`src/rtl/weight_stream_loader.sv`:
```
// weight_stream_loader: header + weight stream to per-neuron weight-memory write port
module weight_stream_loader #(
  parameter int numWeight    = 30,
  parameter int addressWidth = $clog2(numWeight),
  parameter int dataWidth    = 16,
  parameter int layerWidth   = 3,
  parameter int neuronWidth  = 6
) (
  input  logic                    clk,
  input  logic                    rst_n,
  input  logic                    s_valid,
  output logic                    s_ready,
  input  logic [dataWidth-1:0]    s_data,
  input  logic                    s_last,
  output logic                    wen,
  output logic [addressWidth-1:0] wadd,
  output logic [dataWidth-1:0]    win,
  output logic [layerWidth-1:0]   layer_sel,
  output logic [neuronWidth-1:0]  neuron_sel,
  output logic                    busy,
  output logic                    done,
  output logic                    err
);
  typedef enum logic [1:0] {IDLE, LOAD, DRAIN, DONE} state_t;
  localparam logic [addressWidth-1:0] LAST_IDX = addressWidth'(numWeight - 1);
  state_t                  state_q, state_d;
  logic [addressWidth-1:0] cnt_q, cnt_d, wadd_q, wadd_d;
  logic [dataWidth-1:0]    win_q, win_d;
  logic [layerWidth-1:0]   layer_q, layer_d;
  logic [neuronWidth-1:0]  neuron_q, neuron_d;
  logic                    wen_q, wen_d, err_q, err_d;
  logic                    xfer;
  assign s_ready    = rst_n && (state_q != DONE);
  assign xfer       = s_valid && s_ready;
  assign wen        = wen_q;
  assign wadd       = wadd_q;
  assign win        = win_q;
  assign layer_sel  = layer_q;
  assign neuron_sel = neuron_q;
  assign busy       = state_q != IDLE;
  assign done       = state_q == DONE;
  assign err        = err_q;
  // next-state and datapath: header latches selects, LOAD writes one weight per transfer, counter saturates at the last index
  always_comb begin
    state_d  = state_q;
    cnt_d    = cnt_q;
    wadd_d   = wadd_q;
    win_d    = win_q;
    wen_d    = 1'b0;
    err_d    = err_q;
    layer_d  = layer_q;
    neuron_d = neuron_q;
    case (state_q)
      IDLE: if (xfer) begin
        neuron_d = s_data[neuronWidth-1:0];
        layer_d  = s_data[neuronWidth+layerWidth-1:neuronWidth];
        cnt_d    = '0;
        err_d    = s_last;
        state_d  = s_last ? IDLE : LOAD;
      end
      LOAD: if (xfer) begin
        wen_d  = 1'b1;
        wadd_d = cnt_q;
        win_d  = s_data;
        if (cnt_q == LAST_IDX) begin
          state_d = s_last ? DONE : DRAIN;
          err_d   = err_q || !s_last;
        end else begin
          cnt_d = cnt_q + addressWidth'(1);
          if (s_last) begin
            state_d = IDLE;
            err_d   = 1'b1;
          end
        end
      end
      DRAIN: if (xfer && s_last) state_d = IDLE;
      DONE: state_d = IDLE;
      default: state_d = IDLE;
    endcase
  end
  // state and output registers; reset abandons any partial frame and drops wen at once
  always_ff @(posedge clk or negedge rst_n) begin
    if (!rst_n) begin
      state_q  <= IDLE;
      cnt_q    <= '0;
      wadd_q   <= '0;
      win_q    <= '0;
      wen_q    <= 1'b0;
      err_q    <= 1'b0;
      layer_q  <= '0;
      neuron_q <= '0;
    end else begin
      state_q  <= state_d;
      cnt_q    <= cnt_d;
      wadd_q   <= wadd_d;
      win_q    <= win_d;
      wen_q    <= wen_d;
      err_q    <= err_d;
      layer_q  <= layer_d;
      neuron_q <= neuron_d;
    end
  end
endmodule
```
`config.mk`:
```
export PLATFORM = sky130hd
export DESIGN_NAME = weight_stream_loader
export DESIGN_NICKNAME = d
export VERILOG_FILES = /design/src/rtl/weight_stream_loader.sv
export SDC_FILE = /design/constraint.sdc
export NUM_CORES = 1
export LEC_CHECK = 0
export BUFFER_PORTS_ARGS = -buffer_cell sky130_fd_sc_hd__clkbuf_2
export CAP_MARGIN = 5
export CORE_MARGIN = 2
export CORE_UTILIZATION = 54
export DETAILED_ROUTE_END_ITERATION = 6
export PLACE_DENSITY = 0.84
export SLEW_MARGIN = 20
export SYNTH_ARGS = -nofsm -noshare
export SYNTH_HDL_FRONTEND = slang
export SYNTH_SLANG_ARGS = --single-unit
```
`constraint.sdc`:
```
create_clock -name clk -period 2.9 [get_ports clk]
set_input_delay 0.145 -clock clk [delete_from_list [all_inputs] [get_ports clk]]
set_output_delay 0.145 -clock clk [all_outputs]
set_load 0.1 [all_outputs]
```
======== Word-level counts from Yosys, hierarchy flattened ========
Index checks and enable logic that the tools add are counted.
cells by class
  multiplexer cells ....................... 19
  reduce and logical (&&, ||, !) cells .... 13
  equality and inequality tests ........... 10
  add/sub/neg operators ................... 1
operator list
  operator             count
  $mux 5               3
  $reduce_and 4->1     3
  $mux 2               5
  $ne 2x2->1 const B   5
  $pmux 5 s2           1
  $mux 1               8
  $pmux 2 s4           1
  $add 5x1->5 const B  1
  $eq 5x5->1 const B   1
  $eq 2x2->1 const B   2
  $reduce_and 2->1     2
  $reduce_bool 2->1    2
  $logic_and 1x1->1    3
  $ne 3x3->1 const B   1
  $eq 2x1->1 const B   1
  $logic_not 2->1      1
  $pmux 1 s2           1
  $logic_not 1->1      1
  $logic_or 1x1->1     1
word-level totals
  input port bits ......................... 20
  output and inout port bits .............. 35
  register bits ........................... 39
  logic and storage cells ................. 51

======== Logic depth before layout (Yosys ltp) ========
Gate-level depths: netlist of the first run.
  depth after elaboration ................. 6
  gate-level depth with buffers ........... 6
  depth with buffers taken out ............ 5

======== Worst setup path before layout of the first run ========
Ideal clock, no wire load.
  path type ............................... reg-to-output
  start ................................... reg state_q[0]
  end ..................................... out s_ready
  buffers on the path ..................... 1
  data required time ...................... 2.755 ns
  stages on the path, launching flop included .. 4
  setup slack ............................. 0.274 ns
  arrival ................................. 2.481 ns
  cells stage by stage .................... dfrtp_1 -> buf_2 -> and2_1 -> nor2b_1
on the way
  word-level cells in the longest chain between the ends .. 2
ends and longest elaborated chain
  what                    line  source
  start, declared         26    state_t state_q, state_d;
  start signal, assigned  93    state_q <= state_d;
  $ne 2x2->1              33    assign s_ready = rst_n && (state_q != DONE);
  $logic_and 1x1->1       33
  end, declared           12    output logic s_ready,
Every way passes these cells.

======== Final worst setup path of the first run ========
Ends and elaborated chain as after synthesis.

==> results of run 1 <==
[worst max-delay path: stages (launching register included)]
cell and delay, ns:
dfrtp_1 0.60, and2_1 0.26, nor2b_1 0.15, clkbuf_2 0.48
[cells in the mapped netlist, drive strengths merged]
cell	count
o22a	2
inv	2
a221o	1
nor2b	1
a21oi	2
a31oi	2
nor3	1
ha	2
clkbuf	1
nand2	6
nand3	8
and4	1
mux2	30
a2bb2oi	1
or2	1
and3	1
or3	1
nand2b	1
o211ai	1
nor2	3
nand3b	2
mux2i	1
or4b	2
o21ai	2
dfrtp	39
buf	4
and2	1
and3b	1
[cell families (layout without fill, tap and decap cells)]
family	Yosys count	in the layout	synth area share, %
buffers and inverters	7	65	2.52
adders and majority gates	2	2	1.44
AOI/OAI and AO/OA	11	11	4.40
muxes	31	31	24.2
DFF	39	39	56.2
and+or+nand+nor	30	30	11.2
[timing repair]
item                                   in CTS  in global routing
hold buffers                                1                  0
setup endpoints to repair                   0                  0
endpoints found under the hold margin       4                  0
[registers in the layout (all words and copies together) (netlist names)]
register	flops
win	16
neuron_sel	6
cnt_q	5
wadd	5
layer_sel	3
state_q	2
err	1
wen	1
[per-layer routing]
layer | global-route usage, % | vias up
met1 | 23.8 | 587
met4 | 6.52 | 0
met2 | 33.5 | 39
met3 | 7.04 | 5
li1 | - | 553
met5 | 0 | -
[stage by stage]
step / cell area [µm²] / utilization [%] / hold WS (ns) / worst slack [ns]
after global routing: 2100 / 68.7 / 0.0138 / 0.834
after floorplan: 1740 / - / -0.151 / 0.274
after detailed placement: 2030 / 66.6 / 0.00892 / 1.28
after CTS: 2100 / 68.7 / 0.0246 / 0.898
final: 2100 / 68.7 / 0.0376 / 0.911
after global placement: 2030 / 66.6 / -0.00404 / 1.34
[final cells by class]
cell class              instances  area share [%]
clock buffers                   6            2.44
clock inverters                 1           0.239
inverters                       2           0.358
multi-input cells              74            34.1
flip-flops and latches         39            46.5
well taps                      44            2.62
repair buffers                 56            13.7
[final timing paths]
path,end,slack (ns)
worst max-delay path,s_ready,0.91
worst min-delay path,win[13],0.04
worst max register to register,cnt_q[0],1.28
worst min register to register,win[4],0.52
max in group asynchronous,cnt_q[0],1.95
min in group asynchronous,cnt_q[3],0.24
==> impl_results.md, run 1 <==
* Outcome: finished clean
* Hold/Removal Path Class: in -> reg
* # DRC at 0
* Gr usage total at 19.9%
* Die Y at 60.7 µm
* Post-CTS sizing at 0
* Num Clock Sinks at 39
* Largest net degree at the start of global routing at 37
* Distinct cell type count of the synthesized netlist at 33
* Tmin final at 1.99 ns
* CTS Root Cell: clkbuf_4
* Setup violations, final at 0
* Vias per cell at 5.33
* Top cell type by total area after synthesis: dfrtp_1
* Port bufs at 54
* Synth-to-Final Area Change at 20.9%
* Met1 wire length at 1340 µm
* Gp weighted congestion at 0.687
* Register area share after synthesis at 56.2%
* CTS clk-pin slew, worst paths at 0.11 ns
* Top cell type's share of synthesized area at 56.2%
* Hold Vio Cnt, Final at 0
* RSZ-0062 raised after global routing: no
* Starting Density at 56.8%
* Met2 wire len at 1720 µm
* Die width at 60.7 µm
* Total grt overflow at 0
* First-pass GRT wire length at 5200 µm
* Area of the multi-input gates at 716 µm²
* WS Path Type: reg -> out
* Critical path launch point: state_q[0]
* WL/cell at 14.9 µm
* Reg-to-Reg Start: cnt_q[0]
* # diodes at 0
* DR vias at 1184
* Hold Path Stages at 2
* Element type at the critical path start: flip-flop
* Max capacitance violation total at 0
* Most common cell after layout, fill and taps aside: clkbuf_2
* CTS buffer count at 5
* Layout cells sized above 1 at 54.5%
* Top fanout value on the critical path at 19
* Net Count, Synth at 142
* Slew Limit Fails at 0
* CTS H-tree depth at 2
* Worst-Skew Late Latency at 0.34 ns
* Worst hold start: s_data[13]
* Vias in the first global route at 1112
* Slew @ Worst Pin at 0.552 ns
* IO Pins at 55
* Met3 WL at 207 µm
* CTS Buffer Depth at 2
* Initial antenna violation count at 0
* # rows at 20
* Top sig layer: met4
* Element type at the critical path end: output port
* Iter 0 DRT Violations at 25
* Postcts setup bufs at 0
* CP required at 2.76 ns
* Top cells by area, synth: dfrtp_1, mux2_4, mux2_2, nand3_1, ha_1
* FF+latch count, synth at 39
* Ys Warns at 0
* Final wirelength at 3310 µm
* Worst EP arrival at 1.84 ns
* FILL cells at 240
* Placed Cells at 214
* Non-filler cells, final at 222
* First-pass iteration count of the detailed router at 4
* CORE AREA at 0.00305 mm²
* Post-Syn Instances at 120
* Synthesized area per cell at 14.5 µm²
* Final TNS setup at 0 ns
* FF/Latch Area at 976 µm²
* Final HPWL DP at 2430 µm
* Highest-count cells in the layout ignoring fill and taps: clkbuf_2, dfrtp_1, mux2_4
* Worst R2R Path Depth at 4
* Tcrit/Tclk final at 68.6%
* Rel. slew slack at 63.2%
* Syn Std Cell Area at 0.00174 mm²
* Worst Clk Skew at 0.0130 ns
* Antenna Nets Post-Route at 0
* CTS tree: built
* Die area at 0.00368 mm²
* Layout Nets at 200
* Peak Freq at 0.503 GHz
Power of run 1 is not shown: default switching activity piles up to over one toggle a cycle in this logic, so the estimate is an artifact.
==> run 2: changes to the inputs <==
--- a/config.mk
+++ b/config.mk
@@ -8,9 +8,9 @@
 export BUFFER_PORTS_ARGS = -buffer_cell sky130_fd_sc_hd__clkbuf_2
 export CAP_MARGIN = 5
 export CORE_MARGIN = 2
-export CORE_UTILIZATION = 54
+export CORE_UTILIZATION = 50
 export DETAILED_ROUTE_END_ITERATION = 6
-export PLACE_DENSITY = 0.84
+export PLACE_DENSITY = 0.79
 export SLEW_MARGIN = 20
 export SYNTH_ARGS = -nofsm -noshare
 export SYNTH_HDL_FRONTEND = slang
==> constraint.sdc (replaced) <==
create_clock -name clk -period 2.1 [get_ports clk]
set_input_delay 0.105 -clock clk [delete_from_list [all_inputs] [get_ports clk]]
set_output_delay 0.105 -clock clk [all_outputs]
set_load 0.1 [all_outputs]
==> run 2 against run 1 <==
First-iteration DRC count rose by 140%. Setup slack got worse by 0.68 ns. Via count up 5.9%. Sequential cell count is the same. Clock skew shrank 0.0031 ns. Count of clock-buffer cells in the layout did not move. Register-to-register slack worse by 0.83 ns. Cell area grew 8.6%.
==> impl_results.md, run 2 (same netlist as run 1, synthesis figures left out) <==
* Outcome: finished clean
* Gr usage total at 21.5% (+1.7 points)
* First-pass GRT wire length at 6640 µm (+28%)
* Die area at 0.00396 mm² (+7.5%)
* Setup violations, final at 0 (unchanged)
* Vias in the first global route at 1313 (+18%)
* Die Y at 62.9 µm (+3.7%)
* Element type at the critical path start: flip-flop
* Postcts setup bufs at 0 (unchanged)
* Critical path launch point: state_q[0]
* Slew @ Worst Pin at 0.561 ns (+0.00891 ns)
* IO Pins at 55 (unchanged)
* # diodes at 0 (unchanged)
* FILL cells at 240 (unchanged)
* Initial antenna violation count at 0 (unchanged)
* Reg-to-Reg Start: cnt_q[1]
* Largest net degree at the start of global routing at 39 (+5.4%)
* DR vias at 1254 (+5.9%)
* CTS Root Cell: clkbuf_4
* Highest-count cells in the layout ignoring fill and taps: clkbuf_2, dfrtp_1, mux2_4
* RSZ-0062 raised after global routing: no
* # DRC at 0 (unchanged)
* # rows at 21 (+5.0%)
* CORE AREA at 0.00334 mm² (+9.3%)
* WS Path Type: reg -> out
* Die width at 62.9 µm (+3.7%)
* Slew Limit Fails at 0 (unchanged)
* CTS clk-pin slew, worst paths at 0.12 ns (about the same)
* Final wirelength at 3810 µm (+15%)
* Peak Freq at 0.535 GHz
* Rel. slew slack at 62.8% (-0.43 points)
* Synth-to-Final Area Change at 31.4%
* CTS H-tree depth at 2 (unchanged)
* CP required at 2.00 ns (-0.76 ns)
* Element type at the critical path end: output port
* WL/cell at 16.0 µm (+6.9%)
* Hold/Removal Path Class: in -> reg
* Iter 0 DRT Violations at 60 (+140%)
* Starting Density at 52.0% (-4.8 points)
* Worst Clk Skew at 0.00990 ns (-0.00312 ns)
* First-pass iteration count of the detailed router at 4 (unchanged)
* Crit-path max cell delay at 0.71 ns (+0.11 ns)
* Hold Vio Cnt, Final at 0 (unchanged)
* CP max stage cell: dfrtp_1
* Tcrit/Tclk final at 89.0%
* Worst-Skew Late Latency at 0.34 ns (about the same)
* Tmin final at 1.87 ns
* Layout cells sized above 1 at 51.3% (-3.2 points)
* Total grt overflow at 0 (unchanged)
* Final TNS setup at 0 ns (unchanged)
* CP Cell Sequence: and2_1 > clkbuf_2
* Antenna Nets Post-Route at 0 (unchanged)
* Layout Nets at 214 (+7.0%)
* Worst hold start: s_data[8]
* CTS tree: built
* CTS buffer count at 5 (unchanged)
* Largest register FFs at 16 (unchanged)
* Top fanout value on the critical path at 19 (unchanged)
* Gp weighted congestion at 0.750 (+9.2%)
* Num Clock Sinks at 39 (unchanged)
* Worst EP arrival at 1.76 ns (-0.08 ns)
* Port bufs at 54 (unchanged)
* CTS Buffer Depth at 2 (unchanged)
* Most common cell after layout, fill and taps aside: clkbuf_2
* Vias per cell at 5.25 (-1.6%)
* Final HPWL DP at 2390 µm (-1.5%)
* Max capacitance violation total at 0 (unchanged)
[run 2: cell types whose count changed in the layout (fill, tap and decap cells not counted), sizes merged]
| cell | before | now |
|---|---|---|
| dlygate4sd3 | 1 | 15 |
| clkbuf | 60 | 59 |
| bufinv | 0 | 1 |
| buf | 1 | 2 |
[run 2: routing by layer]
metal	global-route usage [%]	vias to the layer above	part of all wire, %
li1	-	582	-
met1	26.5	624	41
met2	37.5	42	52
met3	4.86	6	5.1
met4	6.67	0	1.5
met5	0	-	0
[run 2: timing repair]
action / 4_1_cts / 5_1_grt
hold buffers: 14 / 1
gates resized for setup: 0 / 1
endpoints found under the setup margin: 0 / 1
hold endpoints to repair: 55 / 1
[run 2: metrics by stage]
| step | hold WS, ns | std cells | area, µm² | setup slack [ns] | utilization, % |
|---|---|---|---|---|---|
| detailed placement | -0.0434 | 216 | 2040 | 0.486 | 61.1 |
| finish | 0.0129 | 239 | 2280 | 0.231 | 68.3 |
| CTS | 0.00277 | 238 | 2270 | 0.125 | 67.9 |
| global route | 0.00227 | 239 | 2280 | 0.0985 | 68.3 |
| floorplan | -0.191 | 120 | 1740 | 0.0364 | - |
| global placement | -0.0447 | 216 | 2040 | 0.584 | 61.1 |
[run 2: critical path, delay by kind of cell, from the launching register on]
family                 cells  cell delay (ns)
flip-flops                 1             0.71
AND/OR/NAND/NOR            1             0.25
buffers and inverters      1             0.47
[run 2: path summary, 6_finish.rpt]
check,endpoint,slack (ns),depth (start not counted)
max,done,0.23,2
min reg2reg,win[9],0.52,1
max reg2reg,cnt_q[0],0.45,5
max in group asynchronous,win[11],1.38,3
min in group asynchronous,state_q[1],0.15,2
min,layer_sel[2],0.01,2
[run 2: area by class of cell]
type / instances / area, µm² / area share (%)
timing repair buffer: 70 / 434 / 19.0
inverter: 2 / 7.51 / 0.329
clock inverter: 2 / 35.0 / 1.54
tap: 46 / 57.6 / 2.52
sequential: 39 / 976 / 42.8
multi-input combinational: 74 / 718 / 31.5
clock buffer: 6 / 51.3 / 2.25
Power of run 2 is left out for the same reason.
